`src/rtl/riscv_execute_alu.sv`:
```
// RV32I execute-stage ALU with a registered result for EX/MEM.
// Shifts are iterative (1 bit/cycle, o_stall held) unless RISCV_BARREL_SHIFT_EN is defined.
module riscv_execute_alu #(
    parameter int XLEN = 32
) (
    input  logic            i_clk,
    input  logic            i_rstn,
    input  logic            i_valid,
    input  logic            i_flush,
    input  logic [3:0]      i_alu_ctrl,
    input  logic [XLEN-1:0] i_src_a,
    input  logic [XLEN-1:0] i_src_b,
    input  logic [4:0]      i_rd_addr,
    output logic [XLEN-1:0] o_result,
    output logic [4:0]      o_rd_addr,
    output logic            o_valid,
    output logic            o_stall
);

    localparam logic [3:0] OP_ADD  = 4'd0;
    localparam logic [3:0] OP_SUB  = 4'd1;
    localparam logic [3:0] OP_SLL  = 4'd2;
    localparam logic [3:0] OP_SLT  = 4'd3;
    localparam logic [3:0] OP_SLTU = 4'd4;
    localparam logic [3:0] OP_XOR  = 4'd5;
    localparam logic [3:0] OP_SRL  = 4'd6;
    localparam logic [3:0] OP_SRA  = 4'd7;
    localparam logic [3:0] OP_OR   = 4'd8;
    localparam logic [3:0] OP_AND  = 4'd9;
    localparam logic [3:0] OP_PASS = 4'd10;

    function automatic logic [XLEN-1:0] alu_f(input logic [3:0]      op,
                                              input logic [XLEN-1:0] a,
                                              input logic [XLEN-1:0] b);
        logic signed [XLEN-1:0] a_s;
        logic signed [XLEN-1:0] b_s;
        logic [XLEN-1:0]        r;
`ifdef RISCV_BARREL_SHIFT_EN
        logic [4:0]             shamt;
        shamt = b[4:0];
`endif
        a_s = a;
        b_s = b;
        r   = '0;
        case (op)
            OP_ADD:  r = a + b;
            OP_SUB:  r = a - b;
            OP_SLT:  r = {{(XLEN-1){1'b0}}, (a_s < b_s)};
            OP_SLTU: r = {{(XLEN-1){1'b0}}, (a < b)};
            OP_XOR:  r = a ^ b;
            OP_OR:   r = a | b;
            OP_AND:  r = a & b;
            OP_PASS: r = b;
`ifdef RISCV_BARREL_SHIFT_EN
            OP_SLL:  r = a << shamt;
            OP_SRL:  r = a >> shamt;
            OP_SRA:  r = a_s >>> shamt;
`else
            // Only reached with a zero shift amount; nonzero amounts iterate.
            OP_SLL, OP_SRL, OP_SRA: r = a;
`endif
            default: r = '0;
        endcase
        return r;
    endfunction

`ifdef RISCV_BARREL_SHIFT_EN

    logic [XLEN-1:0] res_nxt;
    logic [4:0]      rd_nxt;
    logic            vld_nxt;

    always_comb begin
        res_nxt = o_result;
        rd_nxt  = o_rd_addr;
        vld_nxt = 1'b0;
        if (!i_flush && i_valid) begin
            res_nxt = alu_f(i_alu_ctrl, i_src_a, i_src_b);
            rd_nxt  = i_rd_addr;
            vld_nxt = 1'b1;
        end
    end

    // result register stage
    always_ff @(posedge i_clk or negedge i_rstn) begin
        if (!i_rstn) begin
            o_result  <= '0;
            o_rd_addr <= '0;
            o_valid   <= 1'b0;
        end else begin
            o_result  <= res_nxt;
            o_rd_addr <= rd_nxt;
            o_valid   <= vld_nxt;
        end
    end

    assign o_stall = 1'b0;

`else

    typedef enum logic {
        IDLE  = 1'b0,
        SHIFT = 1'b1
    } state_t;

    function automatic logic is_shift(input logic [3:0] op);
        return (op == OP_SLL) || (op == OP_SRL) || (op == OP_SRA);
    endfunction

    function automatic logic [XLEN-1:0] shift1(input logic [3:0]      op,
                                               input logic [XLEN-1:0] v);
        logic [XLEN-1:0] r;
        case (op)
            OP_SLL:  r = {v[XLEN-2:0], 1'b0};
            OP_SRA:  r = {v[XLEN-1], v[XLEN-1:1]};
            default: r = {1'b0, v[XLEN-1:1]};
        endcase
        return r;
    endfunction

    state_t          state_p1, state_nxt;
    logic [XLEN-1:0] acc_p1, acc_nxt;
    logic [4:0]      cnt_p1, cnt_nxt;
    logic [3:0]      op_p1, op_nxt;
    logic [4:0]      rd_p1, rd_hold_nxt;
    logic [XLEN-1:0] res_nxt;
    logic [4:0]      rd_nxt;
    logic            vld_nxt;
    logic [XLEN-1:0] acc_shifted;

    assign acc_shifted = shift1(op_p1, acc_p1);

    always_comb begin
        state_nxt   = state_p1;
        acc_nxt     = acc_p1;
        cnt_nxt     = cnt_p1;
        op_nxt      = op_p1;
        rd_hold_nxt = rd_p1;
        res_nxt     = o_result;
        rd_nxt      = o_rd_addr;
        vld_nxt     = 1'b0;
        if (i_flush) begin
            state_nxt = IDLE;
            cnt_nxt   = '0;
        end else begin
            case (state_p1)
                IDLE: begin
                    if (i_valid) begin
                        if (is_shift(i_alu_ctrl) && (i_src_b[4:0] != 5'd0)) begin
                            acc_nxt     = i_src_a;
                            cnt_nxt     = i_src_b[4:0];
                            op_nxt      = i_alu_ctrl;
                            rd_hold_nxt = i_rd_addr;
                            state_nxt   = SHIFT;
                        end else begin
                            res_nxt = alu_f(i_alu_ctrl, i_src_a, i_src_b);
                            rd_nxt  = i_rd_addr;
                            vld_nxt = 1'b1;
                        end
                    end
                end
                SHIFT: begin
                    acc_nxt = acc_shifted;
                    cnt_nxt = cnt_p1 - 5'd1;
                    if (cnt_p1 == 5'd1) begin
                        res_nxt   = acc_shifted;
                        rd_nxt    = rd_p1;
                        vld_nxt   = 1'b1;
                        state_nxt = IDLE;
                    end
                end
                default: state_nxt = IDLE;
            endcase
        end
    end

    // shifter state and result register stage
    always_ff @(posedge i_clk or negedge i_rstn) begin
        if (!i_rstn) begin
            state_p1  <= IDLE;
            acc_p1    <= '0;
            cnt_p1    <= '0;
            op_p1     <= '0;
            rd_p1     <= '0;
            o_result  <= '0;
            o_rd_addr <= '0;
            o_valid   <= 1'b0;
        end else begin
            state_p1  <= state_nxt;
            acc_p1    <= acc_nxt;
            cnt_p1    <= cnt_nxt;
            op_p1     <= op_nxt;
            rd_p1     <= rd_hold_nxt;
            o_result  <= res_nxt;
            o_rd_addr <= rd_nxt;
            o_valid   <= vld_nxt;
        end
    end

    assign o_stall = (state_p1 == SHIFT);

`endif

endmodule
```
`config.mk`:
```
export PLATFORM = sky130hd
export DESIGN_NAME = riscv_execute_alu
export DESIGN_NICKNAME = d
export VERILOG_FILES = /design/src/rtl/riscv_execute_alu.sv
export SDC_FILE = /design/constraint.sdc
export NUM_CORES = 1
export LEC_CHECK = 0
export ABC_AREA = 1
export CORE_MARGIN = 2
export CORE_UTILIZATION = 45
export CTS_CLUSTER_DIAMETER = 80
export DETAILED_ROUTE_END_ITERATION = 8
export PLACE_DENSITY = 0.66
export SETUP_SLACK_MARGIN = 0.15
export SYNTH_ARGS = -nofsm -noshare
export SYNTH_HDL_FRONTEND = slang
export SYNTH_SLANG_ARGS = --single-unit
```
`constraint.sdc`:
```
create_clock -name i_clk -period 3.3 [get_ports i_clk]
set_input_delay 0.495 -clock i_clk [delete_from_list [all_inputs] [get_ports i_clk]]
set_output_delay 0.495 -clock i_clk [all_outputs]
set_load 0.01 [all_outputs]
```
==> results by group, run 1 <==
Clocking
  – Clk_lat worst skew: about 350 ps
  – Clock Tree Buf Depth: 2
  – Htree depth: 3
  – Clk sinks: 85
  – Clock-pin slew on the worst setup and hold paths: approximately 70 ps
  – Post CTS Setup Buffer Count: 0
  – CTS tree: built
  – Clk root buf: clkbuf_16
  – CTS Buf Count: 9

Logic synthesis
  – Post-synthesis mux area share: 0
  – Commonest cells in the netlist: nand2_1 (520), inv_1 (321), nor2_1 (208)
  – Post-synthesis compound-gate area fraction: 0.172
  – Yosys reg bits: 85
  – Syn Area/Cell: slightly below 6 sq um
  – Mapped Cells: 1,867
  – Largest cells by area after synthesis: dfrtp_1 (20%), nand2_1 (18%), ha_1 (11%)
  – Ys Warns: 0
  – FFs w/ async S/R, synth: 1.00
  – Main synth FF type: dfrtp_1
  – Post-Synth Adder-Cell Area: 0.117
  – Post-Syn Nets: around 2,000
  – Yosys top cell area share: 0.196
  – XOR/XNOR Fraction of Synth Area: 0.00404
  – Most common cell in the netlist: nand2_1
  – Sequential share of the synthesized area: 0.196
  – Largest family of logic cells by synthesized area: simple AND/OR/NAND/NOR gates
  – Area leader, netlist: dfrtp_1
  – Netlist cell types: 47
  – Post-synthesis simple-gate area fraction: 0.361
  – Post-synthesis instance area: between 10,000 and 15,000 sq um
  – Number of flops mapped to enable cells by yosys: 0

Floorplanning
  – DIE AREA: approximately 25,000 sq um
  – I/O Pins: 116
  – Num rows: 56
  – Height of the die: 159 microns
  – Core area: ~24,000 sq um
  – Starting Density: 0.461
  – Die X: about 160 microns

Worst setup path
  – CP max-delay cell: clkdlybuf4s50_1
  – Worst Setup Path Type: in -> reg
  – Worst Path Max Fanout: 5
  – Crit path max-delay family: simple AND/OR/NAND/NOR gates
  – Startpoint Class: input port
  – Critical-path cell list: clkdlybuf4s50_1 > inv_1 > ha_1 > nor2_1 > nand2_1 > nand2_1 > nand2_1 > nand2_1 > nand2_1 > nand2_1 > nand2_1 > nand2_1 > nand2_1 > nand3_1 > nand3_1 > nand2_1 > a21oi_1
  – Arrival time worst endpoint: around 3200 ps
  – Reg2Reg Setup Slack: roughly 850 ps
  – CP Capture Type: flop
  – Worst Path Required: 3530 ps
  – CP max stage delay: 510 ps
  – Crit-path most repeated cell: nand2_1
  – Buffers & Inverters on Critical Path: 2

Detailed routing
  – Initial drt markers: ~1,300
  – Vias: ~13,000
  – Drt wl/cell: 19.0 microns
  – DRT Pass-1 Iters: 6
  – DR vias/cell: ~5.4
  – Post-Route WL: 45,400 microns
  – Drt drc: 0
  – Antenna violation net count after detailed routing: 0

Placement
  – DP HPWL: 37,300 microns
  – Post-Place Setup Slack: -19.6 ps
  – Post-placement cell count: around 2,400
  – IO buf count: approximately 120
  – Final GP Congestion: around 1.0

Final layout
  – Diode count: 0
  – Layout Cells excl Fill: 2,386
  – Final Net Count: between 2,000 and 2,500
  – Area growth from synthesis to layout: 23.2%
  – Layout cells sized above 1: 0.0895

Timing
  – Final period util: 0.896
  – Final worst slack: 345 ps
  – Worst Clk Skew: 11.4 ps
  – Final setup fails: 0
  – Slew headroom: 0.610
  – Slew Limit Fails: 0
  – Fmax: 338 MHz
  – Actual slew at the worst max-slew pin: roughly 580 ps
  – Final Hold Vio Count: 0
  – Clock period minus worst slack: around 3000 ps
  – Unrepaired setup endpoints after global routing: true

Power
  – Leak: about 7.2 nW
  – PwrDens: approximately 360 nW/um^2
  – Peak VDD IR: approximately 0.26 mV

Worst hold path
  – Hold WC Path Type: in -> async

Global route
  – Vias in the first global route: between 10,000 and 15,000
  – Largest net degree at the start of global routing: 42
  – Grt total ovfl: 0
  – Global-route wire length before repair: between 70,000 and 80,000 microns
  – Initial antenna violation count: 0
  – GRT Overall Usage: 0.354

Outcome
  – Run status: finished clean

Flow run
  – MaxCap Viol Count: 0
state kept, by name, indices dropped and copies added (netlist names):
name       cells
o_valid        1
acc_p1        32
rd_p1          5
o_stall        1
op_p1          4
o_result      32
o_rd_addr      5
cnt_p1         5
power breakdown:
group	total [W]	internal (W)	switching, W
clock network	0.00108	0.000596	0.000481
registers	0.00144	0.00128	0.000161
logic	0.00224	0.000871	0.00137
final cells by class:
class / instances / area, sq um
fill: 2525 / 10200
tap: 319 / 399
clock buffer: 9 / 225
sequential: 85 / 2130
clock inverter: 7 / 78.8
multi-input combinational: 1381 / 7100
inverter: 332 / 1250
timing repair buffer: 253 / 2180
worst paths after layout:
check,start,endpoint,cells past startpoint
hold / removal,i_rstn,cnt_p1[2],1
hold reg to reg,rd_p1[4],rd_p1[4],2
setup / recovery,i_src_b[2],o_result[23],17
setup reg to reg,o_stall,acc_p1[11],7
min in group i_clk,rd_p1[4],rd_p1[4],2
max in group asynchronous,i_rstn,o_result[31],2
layer usage:
metal  up-vias  track usage  share of wire
met5         -            0              0
met4         0        0.220          0.071
met3       132       0.0490          0.064
met2       550        0.593           0.46
met1      5912        0.429           0.40
li1       6358            -              -
worst reg2reg max path, delay by kind of cell, from the launching register on:
family | cells | cell delay, ps
buffers and inverters | 2 | 970
AOI/OAI and AO/OA | 4 | 660
and+or+nand+nor | 1 | 120
DFF | 1 | 590
cell usage in the layout, fill, tap and decap left out, types with 2 or more instances in the layout:
cell type	count
inv_2	11
ha_1	98
buf_4	139
and2_1	6
nand4_1	14
a211oi_1	11
clkbuf_16	9
o21bai_1	7
inv_1	321
nand2_2	2
clkinvlp_4	3
a31oi_1	17
a21oi_1	107
nand2_1	520
o221ai_1	5
nor2_4	3
o22ai_1	59
inv_6	3
nor3_1	23
nor2_2	2
o211ai_1	3
nand3_2	5
clkdlybuf4s50_1	114
nand3_1	150
o21ai_0	105
o21ai_1	14
fa_1	2
nor2_1	207
xor2_1	5
dfrtp_1	84
cell families after synthesis:
| group | count (synthesis) |
|---|---|
| flops | 85 |
| compound gates | 335 |
| xor+xnor | 5 |
| fa+ha+maj | 100 |
| buf+inv | 401 |
| simple gates | 941 |
metrics by stage:
| stage | hold WS, ps | util | total power [W] | TNS (ps) | cell area (sq um) |
|---|---|---|---|---|---|
| floorplan | 199 | - | 0.00265 | 0 | 10800 |
| global placement | 455 | 0.554 | 0.00364 | -32.8 | 13100 |
| detailed placement | 463 | 0.554 | 0.00366 | -19.6 | 13100 |
| CTS | 103 | 0.567 | 0.00473 | 0 | 13400 |
| global route | 112 | 0.568 | 0.00506 | 0 | 13400 |
| finish | 83.5 | 0.568 | 0.00476 | 0 | 13400 |
repair_timing:
item                       4_1_cts  5_1_grt
setup endpoints to repair        0        2
hold buffers                     0        0
resized for setup                0        2
Power figures use the tool's default switching activity.
==> run 2, diff against run 1 <==
--- a/config.mk
+++ b/config.mk
@@ -8,8 +8,8 @@
 export ABC_AREA = 1
 export CORE_MARGIN = 2
 export CORE_UTILIZATION = 45
-export CTS_CLUSTER_DIAMETER = 80
 export DETAILED_ROUTE_END_ITERATION = 8
+export MAX_ROUTING_LAYER = met4
 export PLACE_DENSITY = 0.66
 export SETUP_SLACK_MARGIN = 0.15
 export SYNTH_ARGS = -nofsm -noshare
==> results by group, run 2 (synthesized netlist as in run 1, its figures left out) <==
Worst hold path
  – Hold WC Path Type: in -> async

Worst setup path
  – Critical-path cell list: clkdlybuf4s50_1 > inv_1 > ha_1 > inv_1 > fa_1 > nand2_1 > nand3_1 > nand2_1 > nand2_1 > nand2_1 > nand3_1 > nand3_1 > nand2_1 > nand2_1 > nand3_1 > nand2_1 > a21oi_1
  – Crit-path most repeated cell: nand2_1
  – CP max-delay cell: clkdlybuf4s50_1
  – Worst Path Max Fanout: 4
  – Crit path max-delay family: simple AND/OR/NAND/NOR gates
  – Startpoint Class: input port
  – Arrival time worst endpoint: roughly 3300 ps
  – Buffers & Inverters on Critical Path: 3
  – Worst Setup Path Type: in -> reg
  – CP max stage delay: between 500 and 600 ps
  – CP Capture Type: flop
  – Worst Path Required: ~3600 ps

Flow run
  – MaxCap Viol Count: 0

Power
  – Peak VDD IR: approximately 0.31 mV
  – Psw: approximately 0.0020 W
  – Power, Total: 0.00476 W
  – Leak: 7.15 nW
  – Pint: 0.00275 W
  – Sw frac: 0.422
  – Seq pwr share: 0.302
  – Logic gate share of total power: 0.471
  – PwrDens: 357 nW/um^2
  – Clock share of power: 0.228

Clocking
  – Clk root buf: clkbuf_16
  – CTS tree: built
  – Clk_lat worst skew: ~350 ps
  – Post CTS Setup Buffer Count: 0
  – CTS resizes: 0
  – CTS Buf Count: 9
  – Clk sinks: 85
  – Hold buffer count at cts: 0
  – Clock Tree Buf Depth: 2
  – Htree depth: 3
  – Clock-pin slew on the worst setup and hold paths: approximately 70 ps

Floorplanning
  – Core area: between 20,000 and 25,000 sq um
  – I/O Pins: approximately 120
  – Num rows: 56
  – Starting Density: 0.461
  – Height of the die: roughly 160 microns
  – DIE AREA: 25,400 sq um
  – Die X: approximately 160 microns

Global route
  – GRT Overall Usage: 0.369
  – Largest net degree at the start of global routing: 64
  – Grt total ovfl: 0
  – Vias in the first global route: between 10,000 and 15,000
  – Global-route wire length before repair: roughly 71,000 microns
  – Initial antenna violation count: 0

Timing
  – Unrepaired setup endpoints after global routing: false
  – Slew Limit Fails: 0
  – Final Hold Vio Count: 0
  – Fmax: between 300 and 400 MHz
  – Worst Clk Skew: 13.0 ps
  – Slew headroom: 0.442
  – Final setup fails: 0
  – Clock period minus worst slack: between 3000 and 4000 ps
  – Actual slew at the worst max-slew pin: about 840 ps
  – Final period util: 0.926

Final layout
  – Layout cells sized above 1: 0.0877
  – Final Net Count: approximately 2,200
  – Commonest non-fill, non-tap cell in the layout: nand2_1
  – Most frequent cells in the layout: nand2_1 (520), inv_1 (321), nor2_1 (206)
  – Diode count: 0
  – Layout Cells excl Fill: approximately 2,400
  – Area growth from synthesis to layout: 23.0%
  – Largest registers: acc_p1 x32, o_result x32

Placement
  – DP HPWL: ~37,000 microns
  – IO buf count: between 100 and 150
  – Final GP Congestion: roughly 1.0
  – Post-placement cell count: between 2,000 and 2,500

Detailed routing
  – Drt drc: 0
  – DRT Pass-1 Iters: 8
  – Post-Route WL: about 45,000 microns
  – DR vias/cell: roughly 5.5
  – Antenna violation net count after detailed routing: 0
  – Drt wl/cell: 19.1 microns
  – Vias: approximately 13,000
  – Initial drt markers: around 1,200

Outcome
  – Run status: finished clean
run 2: cell count changes in the layout (fill, tap and decap cells not counted), sizes merged:
cell | previous run | this run
buf | 139 | 135
run 2: per-layer routing:
metal	track usage	part of all wire	wire (microns)	vias up
li1	-	-	-	6346
met1	0.441	0.41	18600	5941
met2	0.611	0.47	21200	573
met3	0.0362	0.059	2680	130
met4	0.206	0.064	2900	0
met5	-	0	0	-
run 2: path summary, 6_finish.rpt:
path / startpoint / endpoint / slack [ps] / cells past startpoint
max in group asynchronous: i_rstn / o_result[14] / 2310 / 2
hold / removal: i_rstn / cnt_p1[1] / 230 / 1
hold reg to reg: rd_p1[1] / rd_p1[1] / 470 / 2
setup reg to reg: o_stall / acc_p1[11] / 1150 / 7
min in group i_clk: rd_p1[1] / rd_p1[1] / 470 / 2
setup / recovery: i_src_a[0] / o_result[0] / 240 / 17
run 2: power groups by stage:
stage          logic (W)  clock network, W  registers, W
2_1_floorplan    0.00118                 0       0.00146
3_3_place_gp     0.00219                 0       0.00145
3_5_place_dp     0.00220                 0       0.00145
4_1_cts          0.00221           0.00109       0.00143
5_1_grt          0.00247           0.00113       0.00147
6_report         0.00224           0.00108       0.00144
run 2: cell type report:
| type | count | area (sq um) |
|---|---|---|
| clock buffer | 9 | 225 |
| clock inverter | 7 | 81.3 |
| fill | 2493 | 10200 |
| inverter | 332 | 1250 |
| multi-input combinational | 1381 | 7100 |
| sequential | 85 | 2130 |
| tap | 319 | 399 |
| timing repair buffer | 249 | 2150 |
run 2: per-stage QoR:
step	TNS, ps	hold slack [ps]	utilization	cell area [sq um]	worst slack (ps)
floorplan	0	199	-	10800	1130
global placement	-43.5	454	0.553	13000	-24.6
detailed placement	-24.0	464	0.553	13000	-18.0
CTS	0	276	0.566	13300	329
global route	0	301	0.566	13300	157
finish	0	229	0.566	13300	244
==> run 3, diff against run 2 <==
--- a/config.mk
+++ b/config.mk
@@ -6,6 +6,8 @@
 export NUM_CORES = 1
 export LEC_CHECK = 0
 export ABC_AREA = 1
+export ABC_CLOCK_PERIOD_IN_PS = 3300
+export CORE_ASPECT_RATIO = 0.75
 export CORE_MARGIN = 2
 export CORE_UTILIZATION = 45
 export DETAILED_ROUTE_END_ITERATION = 8
==> results by group, run 3 (synthesized netlist as in run 1, its figures left out) <==
Placement
  – Post-Place Setup Slack: approximately 100 ps
  – IO buf count: ~120
  – DP HPWL: approximately 35,000 microns
  – Final GP Congestion: about 1.0
  – Post-placement cell count: 2,323

Worst setup path
  – Worst Path Required: 3560 ps
  – Worst Setup Path Type: in -> reg
  – Arrival time worst endpoint: approximately 3200 ps
  – CP Capture Type: flop
  – Worst R2R Path Depth: 7
  – Worst Path Max Fanout: 6
  – Startpoint Class: input port

Final layout
  – Diode count: 0
  – Final Net Count: between 2,000 and 2,500
  – Layout cells sized above 1: 0.0728
  – Commonest non-fill, non-tap cell in the layout: nand2_1
  – Layout Cells excl Fill: between 2,000 and 2,500
  – Area growth from synthesis to layout: 21.1%
  – Largest registers: acc_p1 x32, o_result x32
  – Most frequent cells in the layout: nand2_1 (520), inv_1 (321), nor2_1 (208)

Clocking
  – Clk_lat worst skew: 340 ps
  – Hold buffer count at cts: 0
  – Clock-pin slew on the worst setup and hold paths: 70 ps
  – CTS tree: built
  – Htree depth: 3
  – Clock Tree Buf Depth: 2
  – CTS Buf Count: 9
  – Clk root buf: clkbuf_16
  – Post CTS Setup Buffer Count: 0
  – Clk sinks: 85
  – CTS resizes: 0

Floorplanning
  – I/O Pins: 116
  – Core area: 23,800 sq um
  – Height of the die: approximately 140 microns
  – Num rows: 49
  – Starting Density: 0.455
  – Die X: about 180 microns
  – DIE AREA: between 20,000 and 30,000 sq um

Power
  – Power, Total: about 0.0048 W
  – Peak VDD IR: 0.341 mV
  – Leak: around 7.0 nW
  – PwrDens: between 300 and 400 nW/um^2

Detailed routing
  – DRT Pass-1 Iters: 5
  – Drt drc: 0
  – DR vias/cell: ~5.5
  – Post-Route WL: 43,500 microns
  – Antenna violation net count after detailed routing: 0
  – Vias: ~13,000
  – Drt wl/cell: approximately 19 microns
  – Initial drt markers: around 1,200

Timing
  – Actual slew at the worst max-slew pin: 800 ps
  – Fmax: between 300 and 400 MHz
  – Slew Limit Fails: 0
  – Hold Slack: about 230 ps
  – Slew headroom: 0.466
  – Final Hold Vio Count: 0
  – Final worst slack: approximately 370 ps
  – Final period util: 0.888
  – Final setup fails: 0
  – Clock period minus worst slack: about 2900 ps
  – Unrepaired setup endpoints after global routing: false
  – Worst Clk Skew: approximately 10 ps
  – Setup TNS: 0 ps

Global route
  – Initial antenna violation count: 0
  – Global-route wire length before repair: 67,300 microns
  – GRT Overall Usage: 0.352
  – Largest net degree at the start of global routing: between 60 and 70
  – Grt total ovfl: 0
  – Vias in the first global route: around 12,000

Outcome
  – Run status: finished clean

Flow run
  – MaxCap Viol Count: 0

Worst hold path
  – Hold WC Path Type: in -> async
-- run 3: area by class of cell --
class	instances	area, sq um
fill	2490	10700
multi-input combinational	1381	7090
sequential	85	2130
timing repair buffer	219	1940
inverter	332	1250
tap	306	383
clock buffer	10	229
clock inverter	6	111
-- run 3: layer usage --
| metal | share of wire | up-vias | global-route usage |
|---|---|---|---|
| li1 | - | 6283 | - |
| met1 | 0.46 | 5881 | 0.491 |
| met2 | 0.43 | 569 | 0.524 |
| met3 | 0.075 | 73 | 0.0435 |
| met4 | 0.042 | 0 | 0.129 |
| met5 | 0 | - | - |
-- run 3: through the flow --
step	util	instance area, sq um
4_1_cts	0.551	13100
3_3_place_gp	0.536	12800
5_1_grt	0.551	13100
6_report	0.551	13100
2_1_floorplan	-	10800
3_5_place_dp	0.536	12800
-- run 3: final timing paths --
path | start | end | slack, ps
hold / removal | i_rstn | acc_p1[9] | 230
setup reg to reg | op_p1[0] | acc_p1[6] | 910
min in group i_clk | rd_p1[2] | rd_p1[2] | 470
hold reg to reg | rd_p1[2] | rd_p1[2] | 470
max in group asynchronous | i_rstn | acc_p1[31] | 2320
setup / recovery | i_src_b[2] | o_result[31] | 370
-- run 3: critical path, cell delays in order --
cell,delay [ps]
clkdlybuf4s50_1,540
inv_1,120
ha_1,370
nor2_1,290
nand2_1,80
nand2_1,190
nand2_1,80
nand2_1,160
nand2_1,90
nand2_1,150
nand2_1,140
nand3_1,90
nand3_1,80
nand3_1,80
nand2_1,60
a21oi_1,170
-- run 3: report_power, final --
group	internal [W]	leakage [nW]	total, W	switching, W
clock network	0.000741	0.163	0.00118	0.000441
registers	0.00128	1.02	0.00143	0.000151
logic	0.000835	5.85	0.00218	0.00135
total	0.00286	7.04	0.00480	0.00194
